$ cat src/rtl/ifetch_unit_pkg.sv
// ifetch_unit_pkg: shared constants and state encoding for the fetch stage
package ifetch_unit_pkg;
  localparam int ADDR_W_DEFAULT = 32;
  localparam int DATA_W_DEFAULT = 32;
  localparam logic [31:0] NOP_DEFAULT = 32'h0000_0013;
  localparam logic [31:0] PC_BASE = 32'h0000_0000;
  typedef enum logic [1:0] {IF_REQ, IF_WAIT, IF_HOLD, IF_DISCARD} if_state_e;
endpackage

$ cat src/rtl/ifetch_unit_if.sv
// ifetch_unit_if: instruction memory request/response handshake
interface ifetch_unit_if #(
  parameter int ADDR_W = 32,
  parameter int DATA_W = 32
) ();
  logic              req_valid;
  logic [ADDR_W-1:0] req_addr;
  logic              req_ready;
  logic              rsp_valid;
  logic [DATA_W-1:0] rsp_data;
  modport master (output req_valid, req_addr, input req_ready, rsp_valid, rsp_data);
  modport slave (input req_valid, req_addr, output req_ready, rsp_valid, rsp_data);
endinterface

$ cat src/rtl/ifetch_unit_perf_cnt.sv
// ifetch_perf_cnt: delivery and stall-cycle counters, wrapping at 2^32
module ifetch_perf_cnt (
  input  logic        clk,
  input  logic        rst,
  input  logic        fetch,
  input  logic        stall,
  output logic [31:0] fetch_cnt,
  output logic [31:0] stall_cnt
);
  logic [31:0] fetch_cnt_q, fetch_cnt_d, stall_cnt_q, stall_cnt_d;
  always_comb begin
    fetch_cnt_d = fetch_cnt_q + (fetch ? 32'd1 : 32'd0);
    stall_cnt_d = stall_cnt_q + (stall ? 32'd1 : 32'd0);
  end
  always_ff @(posedge clk) begin
    if (rst) begin
      fetch_cnt_q <= '0;
      stall_cnt_q <= '0;
    end else begin
      fetch_cnt_q <= fetch_cnt_d;
      stall_cnt_q <= stall_cnt_d;
    end
  end
  assign fetch_cnt = fetch_cnt_q;
  assign stall_cnt = stall_cnt_q;
endmodule

$ cat src/rtl/ifetch_unit.sv
// ifetch_unit: single-outstanding fetch stage loading the IF/ID register.
// Defining IFETCH_PERF_EN adds perf_fetch_cnt/perf_stall_cnt outputs.
module ifetch_unit
  import ifetch_unit_pkg::*;
#(
  parameter int ADDR_W = ADDR_W_DEFAULT,
  parameter int DATA_W = DATA_W_DEFAULT,
  parameter logic [DATA_W-1:0] NOP_INSTR = DATA_W'(NOP_DEFAULT)
) (
  input  logic               clk,
  input  logic               rst,
  input  logic [ADDR_W-1:0]  pc,
  input  logic               stallD,
  input  logic               flushD,
  output logic               stallF,
  ifetch_unit_if.master      imem,
  output logic [DATA_W-1:0]  instrD,
  output logic [ADDR_W-1:0]  pcD,
  output logic               validD
`ifdef IFETCH_PERF_EN
  ,
  output logic [31:0]        perf_fetch_cnt,
  output logic [31:0]        perf_stall_cnt
`endif
);
  if_state_e         state_q, state_d;
  logic [ADDR_W-1:0] req_pc_q, req_pc_d, pcd_q, pcd_d;
  logic [DATA_W-1:0] buf_q, buf_d, instr_q, instr_d;
  logic              valid_q, valid_d, accept, deliver, rsp_in_wait;
  assign imem.req_valid = !rst && state_q == IF_REQ;
  assign imem.req_addr = pc;
  always_comb begin
    accept = imem.req_valid && imem.req_ready;
    rsp_in_wait = state_q == IF_WAIT && imem.rsp_valid;
    deliver = !flushD && !stallD && (rsp_in_wait || state_q == IF_HOLD);
    stallF = rst || !(flushD || deliver);
    req_pc_d = accept ? pc : req_pc_q;
    buf_d = rsp_in_wait ? imem.rsp_data : buf_q;
    state_d = state_q;
    case (state_q)
      IF_REQ:  state_d = accept ? (flushD ? IF_DISCARD : IF_WAIT) : IF_REQ;
      IF_WAIT: state_d = imem.rsp_valid ? ((stallD && !flushD) ? IF_HOLD : IF_REQ)
                                        : (flushD ? IF_DISCARD : IF_WAIT);
      IF_HOLD: state_d = (flushD || !stallD) ? IF_REQ : IF_HOLD;
      default: state_d = imem.rsp_valid ? IF_REQ : IF_DISCARD;
    endcase
    // flush beats delivery; a stalled decode keeps its live instruction
    instr_d = flushD ? NOP_INSTR : deliver ? (state_q == IF_HOLD ? buf_q : imem.rsp_data) : instr_q;
    pcd_d = deliver ? req_pc_q : pcd_q;
    valid_d = deliver || (stallD && !flushD && valid_q);
  end
  always_ff @(posedge clk) begin
    if (rst) begin
      state_q  <= IF_REQ;
      req_pc_q <= '0;
      buf_q    <= '0;
      instr_q  <= NOP_INSTR;
      pcd_q    <= ADDR_W'(PC_BASE);
      valid_q  <= 1'b0;
    end else begin
      state_q  <= state_d;
      req_pc_q <= req_pc_d;
      buf_q    <= buf_d;
      instr_q  <= instr_d;
      pcd_q    <= pcd_d;
      valid_q  <= valid_d;
    end
  end
  assign instrD = instr_q;
  assign pcD = pcd_q;
  assign validD = valid_q;
`ifdef IFETCH_PERF_EN
  ifetch_perf_cnt u_perf (
    .clk       (clk),
    .rst       (rst),
    .fetch     (deliver && !rst),
    .stall     (stallF && !rst),
    .fetch_cnt (perf_fetch_cnt),
    .stall_cnt (perf_stall_cnt)
  );
`endif
endmodule
$ cat src/flat_wrapper.sv
// flat-port wrapper written by rule: the top's interface ports become plain ports
module ifetch_unit_flat import ifetch_unit_pkg::*;
#(
  parameter int ADDR_W = ADDR_W_DEFAULT,
  parameter int DATA_W = DATA_W_DEFAULT,
  parameter logic [DATA_W-1:0] NOP_INSTR = DATA_W'(NOP_DEFAULT)
)
  (clk, rst, pc, stallD, flushD, stallF, instrD, pcD, validD, imem_req_valid, imem_req_addr, imem_req_ready, imem_rsp_valid, imem_rsp_data);
  ifetch_unit_if #(.ADDR_W(ADDR_W), .DATA_W(DATA_W)) imem_i ();
  input  logic clk;
  input  logic rst;
  input  logic [ADDR_W-1:0] pc;
  input  logic stallD;
  input  logic flushD;
  output logic stallF;
  output logic [DATA_W-1:0] instrD;
  output logic [ADDR_W-1:0] pcD;
  output logic validD;
  output wire logic [$bits(imem_i.req_valid)-1:0] imem_req_valid;
  output wire logic [$bits(imem_i.req_addr)-1:0] imem_req_addr;
  input wire logic [$bits(imem_i.req_ready)-1:0] imem_req_ready;
  input wire logic [$bits(imem_i.rsp_valid)-1:0] imem_rsp_valid;
  input wire logic [$bits(imem_i.rsp_data)-1:0] imem_rsp_data;
  assign imem_req_valid = imem_i.req_valid;
  assign imem_req_addr = imem_i.req_addr;
  assign imem_i.req_ready = imem_req_ready;
  assign imem_i.rsp_valid = imem_rsp_valid;
  assign imem_i.rsp_data = imem_rsp_data;
  ifetch_unit #(.ADDR_W(ADDR_W), .DATA_W(DATA_W), .NOP_INSTR(NOP_INSTR)) u_core (.clk(clk), .rst(rst), .pc(pc), .stallD(stallD), .flushD(flushD), .stallF(stallF), .imem(imem_i), .instrD(instrD), .pcD(pcD), .validD(validD));
endmodule
$ cat config.mk
export PLATFORM = sky130hd
export DESIGN_NAME = ifetch_unit_flat
export DESIGN_NICKNAME = d
export VERILOG_FILES = /design/src/rtl/ifetch_unit_pkg.sv /design/src/rtl/ifetch_unit_if.sv /design/src/rtl/ifetch_unit_perf_cnt.sv /design/src/rtl/ifetch_unit.sv /design/src/flat_wrapper.sv
export SDC_FILE = /design/constraint.sdc
export NUM_CORES = 1
export LEC_CHECK = 0
export ABC_AREA = 0
export CAP_MARGIN = 40
export CORE_MARGIN = 2
export CORE_UTILIZATION = 45
export DETAILED_ROUTE_END_ITERATION = 6
export GPL_TIMING_DRIVEN = 1
export PLACE_DENSITY = 0.84
export SYNTH_ARGS = -nofsm -noshare
export SYNTH_HDL_FRONTEND = slang
export SYNTH_SLANG_ARGS = --single-unit
$ cat constraint.sdc
create_clock -name clk -period 4.7 [get_ports clk]
set_input_delay 0.94 -clock clk [delete_from_list [all_inputs] [get_ports clk]]
set_output_delay 0.94 -clock clk [all_outputs]
set_load 0.05 [all_outputs]
[After elaboration in Yosys (flattened, before gate mapping)]
Index checks and enable logic that the tools add are counted.
Storage, ports and cells
  flip-flop bits (word level): 131
  bits in latches: 0
  bits in writable memories: 0
  ROM bits: 0
  input bits: 70
  output and inout bits: 99
  logic and storage cells: 34
  memories: 0
Operators by class
  add/sub/neg operators: 0
  multiply operators: 0
  div/mod/pow operators: 0
  magnitude comparators: 0
  eq/ne operators: 2
  shift-type cells: 0
  mux-type cells: 8
  bitwise gates (word level): 0
  reduce and logical (&&, ||, !) cells: 18
Operators by type and width (count)
  32-bit 2-to-1 mux: 1
  2-bit 2-to-1 mux: 6
  1-bit logical AND: 7
  2-bit one-hot mux with 3 select lines: 1
  1-bit logical OR: 5
  1-bit zero test: 4
  2-bit by 1-bit equality test with 1-bit output, second input constant: 1
  2-bit equality test, second input constant: 1
  2-bit zero test: 1
  2-bit OR reduction: 1

[Longest topological paths before layout]
  word-level depth: 7
  depth in mapped cells: 6
  mapped depth without buffers: 4

[Worst setup path after synthesis]
OpenSTA, ideal clock, no wires.
  path kind: input to output
  start point: input flushD
  end point: output stallF
  data arrival time: 2.232 ns
  data required time: 3.760 ns
  setup slack: 1.528 ns
  cell stages on the path: 5
  path buffers: 3
  cell sequence: buf_2 > a211oi_4 > buf_6 > buf_6 > o21bai_1
Between the ends
  cells in the longest elaborated chain, start to end: 6
RTL lines
  start: declaration: RTL line flat_wrapper.sv:14  | input logic flushD;
  1-bit zero test: RTL line ifetch_unit.sv:35  | deliver = !flushD && !stallD && (rsp_in_wait || state_q == IF_HOLD);
  1-bit logical AND (2 in a row): RTL line ifetch_unit.sv:35
  1-bit logical OR (*): RTL line ifetch_unit.sv:36  | stallF = rst || !(flushD || deliver);
  1-bit zero test (*): RTL line ifetch_unit.sv:36
  1-bit logical OR (*): RTL line ifetch_unit.sv:36
  end: declaration: RTL line flat_wrapper.sv:15  | output logic stallF;
Mark *: on every way between the ends. The rest lies on a longest branch, timed or not.

[Worst setup path in the final report]
  start point: input imem_rsp_valid
  end point: output stallF
Between the ends
  cells in the longest elaborated chain, start to end: 6
RTL lines
  start: declaration: RTL line flat_wrapper.sv:22  | input wire logic [$bits(imem_i.rsp_valid)-1:0] imem_rsp_valid;
  1-bit logical AND: RTL line ifetch_unit.sv:34  | rsp_in_wait = state_q == IF_WAIT && imem.rsp_valid;
  1-bit logical OR: RTL line ifetch_unit.sv:35
  1-bit logical AND: RTL line ifetch_unit.sv:35
  1-bit logical OR: RTL line ifetch_unit.sv:36
  1-bit zero test: RTL line ifetch_unit.sv:36
  1-bit logical OR: RTL line ifetch_unit.sv:36
No other way between the ends.

==> results.json <==
{
  "status": "finished clean",
  "cts_resized": 0,
  "hold_ws_ns": 0.4521,
  "rows": 39,
  "vias": 4527,
  "cts_tree": "built",
  "cp.required_ns": 3.76,
  "root_buffer": "clkbuf_16",
  "fmaxAchievable_ghz": 0.2957,
  "wl_um": 13150,
  "yosys.area.top_type": "dfxtp_1",
  "die_area_um2": 12660,
  "synth_most_common_cell": "nand2_1",
  "total_power_mw": 2.814,
  "track_usage": 0.2058,
  "dieHeight_um": 112.5,
  "nets": 806,
  "die_x_um": 112.5,
  "critPathMaxFanout": 34,
  "post_cts_buffers": 0,
  "synth_cells": 617,
  "crit_arrival_ns": 2.44,
  "slew_viol_final": 0,
  "drc": 0,
  "io_buffer_count": 168,
  "synthMuxAreaShare": 0.06046,
  "io-pin-count": 169,
  "synth-edff-count": 0,
  "detail-route-antenna-nets": 0,
  "yosysTopAreaCellShare": 0.4950,
  "antenna_cells": 0,
  "dr.pass1.iters": 4,
  "hold_violations": 0,
  "fin_crit_sh": 0.7195,
  "async_reset_ff_frac": 0,
  "wl_per_cell_um": 14.74,
  "p_per_area_nw_per_um2": 376.9,
  "antenna_found_initial": 0,
  "grt_max_degree": 73,
  "synth-xor-area-share": 0,
  "clk_path_buf_depth": 2,
  "core_area_um2": 11470,
  "synth.top_cells.by_count": "194 x nand2_1, 131 x dfxtp_1, 99 x a21oi_1",
  "synth-simple-area-share": 0.1752,
  "synth_top_family_by_area": "compound AO/OA/AOI/OAI gates",
  "startpoint_type": "input pin",
  "drt_iter0_markers": 245,
  "stdcell_area_um2": 7467,
  "cts_hold_buf": 0,
  "criticalPathCategory": "input pin to output pin",
  "drive_above_1_share": 0.1041,
  "cts.sinks": 131,
  "period_needed_ns": 3.382,
  "placed_area_um2": 6875,
  "hpwl_um": 9074,
  "min_path_type": "register to register",
  "clk_latency_ns": 0.41,
  "endpoint_kind": "output pin",
  "vias_per_cell": 5.075,
  "tightest_slew_ns": 0.7024,
  "numCtsBuffers": 17,
  "drv_cap": 0,
  "synth_area_per_cell_um2": 8.586,
  "synth_compound_area_frac": 0.1760,
  "initial_core_util": 0.4620,
  "area.growth.synth_to_final_pct": 40.95,
  "clkSlewWorstSetupHoldPaths_ns": 0.05,
  "fin_skew_ns": 0.01438,
  "yosysSeqAreaShare": 0.4950,
  "place.gp.congestion": 0.7734,
  "setup_viol": 0,
  "grt_overflow_total": 0,
  "slew_headroom": 0.5318,
  "synth_ff_type": "dfxtp_1",
  "synth_adder_area_share": 0,
  "ctsHtreeMaxLevel": 4,
  "ys_seq_elements": 131,
  "netlist_area_um2": 5298,
  "grt_pass1_vias": 4507,
  "synth_top_cells_by_area": "dfxtp_1 50%, nand2_1 14%, a21oi_1 9.4%, a211oi_2 6.8%, mux2i_1 6.0%",
  "ys_types": 26,
  "p_leak_nw": 2.720,
  "fin_util": 0.6512,
  "grt_setup_unrepaired": "false",
  "vdd_drop_max_mv": 0.2536,
  "setup-tns-final_ns": 0,
  "yosys_warnings": 0,
  "grt_pass1_wl_um": 21100,
  "syn_nets": 687
}
==> final timing paths <==
check / startpoint / end / slack, ns / cells past startpoint
setup / recovery: imem_rsp_valid / stallF / 1.32 / 6
hold / removal: u_core.buf_q[0] / u_core.buf_q[0] / 0.45 / 2
setup reg to reg: u_core.state_q[0] / u_core.instrD[8] / 2.32 / 6
hold reg to reg: u_core.buf_q[0] / u_core.buf_q[0] / 0.45 / 2
==> sequential cells by signal (all words and copies together), names as in the netlist <==
| name | flops |
|---|---|
| u_core.validD | 1 |
| u_core.state_q | 2 |
| u_core.pcD | 32 |
| u_core.req_pc_q | 32 |
| u_core.instrD | 32 |
| u_core.buf_q | 32 |
==> critical path: stages <==
cell	delay, ns
clkdlybuf4s50_1	0.58
nand3b_2	0.09
buf_4	0.25
a211oi_4	0.28
o21bai_1	0.09
buf_4	0.21
==> through the flow <==
stage	std cells	worst slack, ns
floorplan	617	1.528
global placement	852	1.330
detailed placement	860	1.309
CTS	892	1.313
global route	892	1.258
finish	892	1.318
==> layout by cell type, fill, tap and decap left out, types with 2 or more instances in the layout <==
master           instances
a21oi_1                 99
clkinv_2                 2
bufinv_16                2
o21ai_0                  2
clkdlybuf4s50_1        166
clkinvlp_4               4
dfxtp_1                131
buf_8                    2
nand2_1                194
a211oi_2                29
mux2i_1                 32
nor3_1                   4
clkinv_4                 3
buf_4                    5
nor2_1                  30
a31oi_1                  3
clkbuf_16               17
buf_16                   5
inv_6                    3
==> power by group <==
part	leakage [nW]	internal, mW	switching [mW]
sequential	1.06	1.14	0.0185
clock	0.279	0.799	0.501
combinational	1.38	0.145	0.208
total	2.72	2.09	0.728
==> final cells by class <==
class                   instances  area, µm²
repair buffers                179       1887
clock buffers                  18      439.2
fillers                       929       4000
multi-input cells             406       2183
flip-flops and latches        131       2623
clock inverters                14      152.6
inverters                       1      3.754
well taps                     143      178.9
==> metal layers <==
| metal | routed length, µm | vias up | track usage | share of wire |
|---|---|---|---|---|
| met5 | 0 | - | 0 | 0 |
| met4 | 229 | 0 | 0.07236 | 0.017 |
| met3 | 784 | 22 | 0.06317 | 0.060 |
| met2 | 6468 | 148 | 0.3550 | 0.49 |
| met1 | 5663 | 2104 | 0.2430 | 0.43 |
| li1 | - | 2253 | - | - |
==> cell families after synthesis <==
logic type	Yosys count
simple gates	237
compound gates	137
buf+inv	80
flops	131
mux	32
No activity file was read; power rests on OpenSTA's default activity.
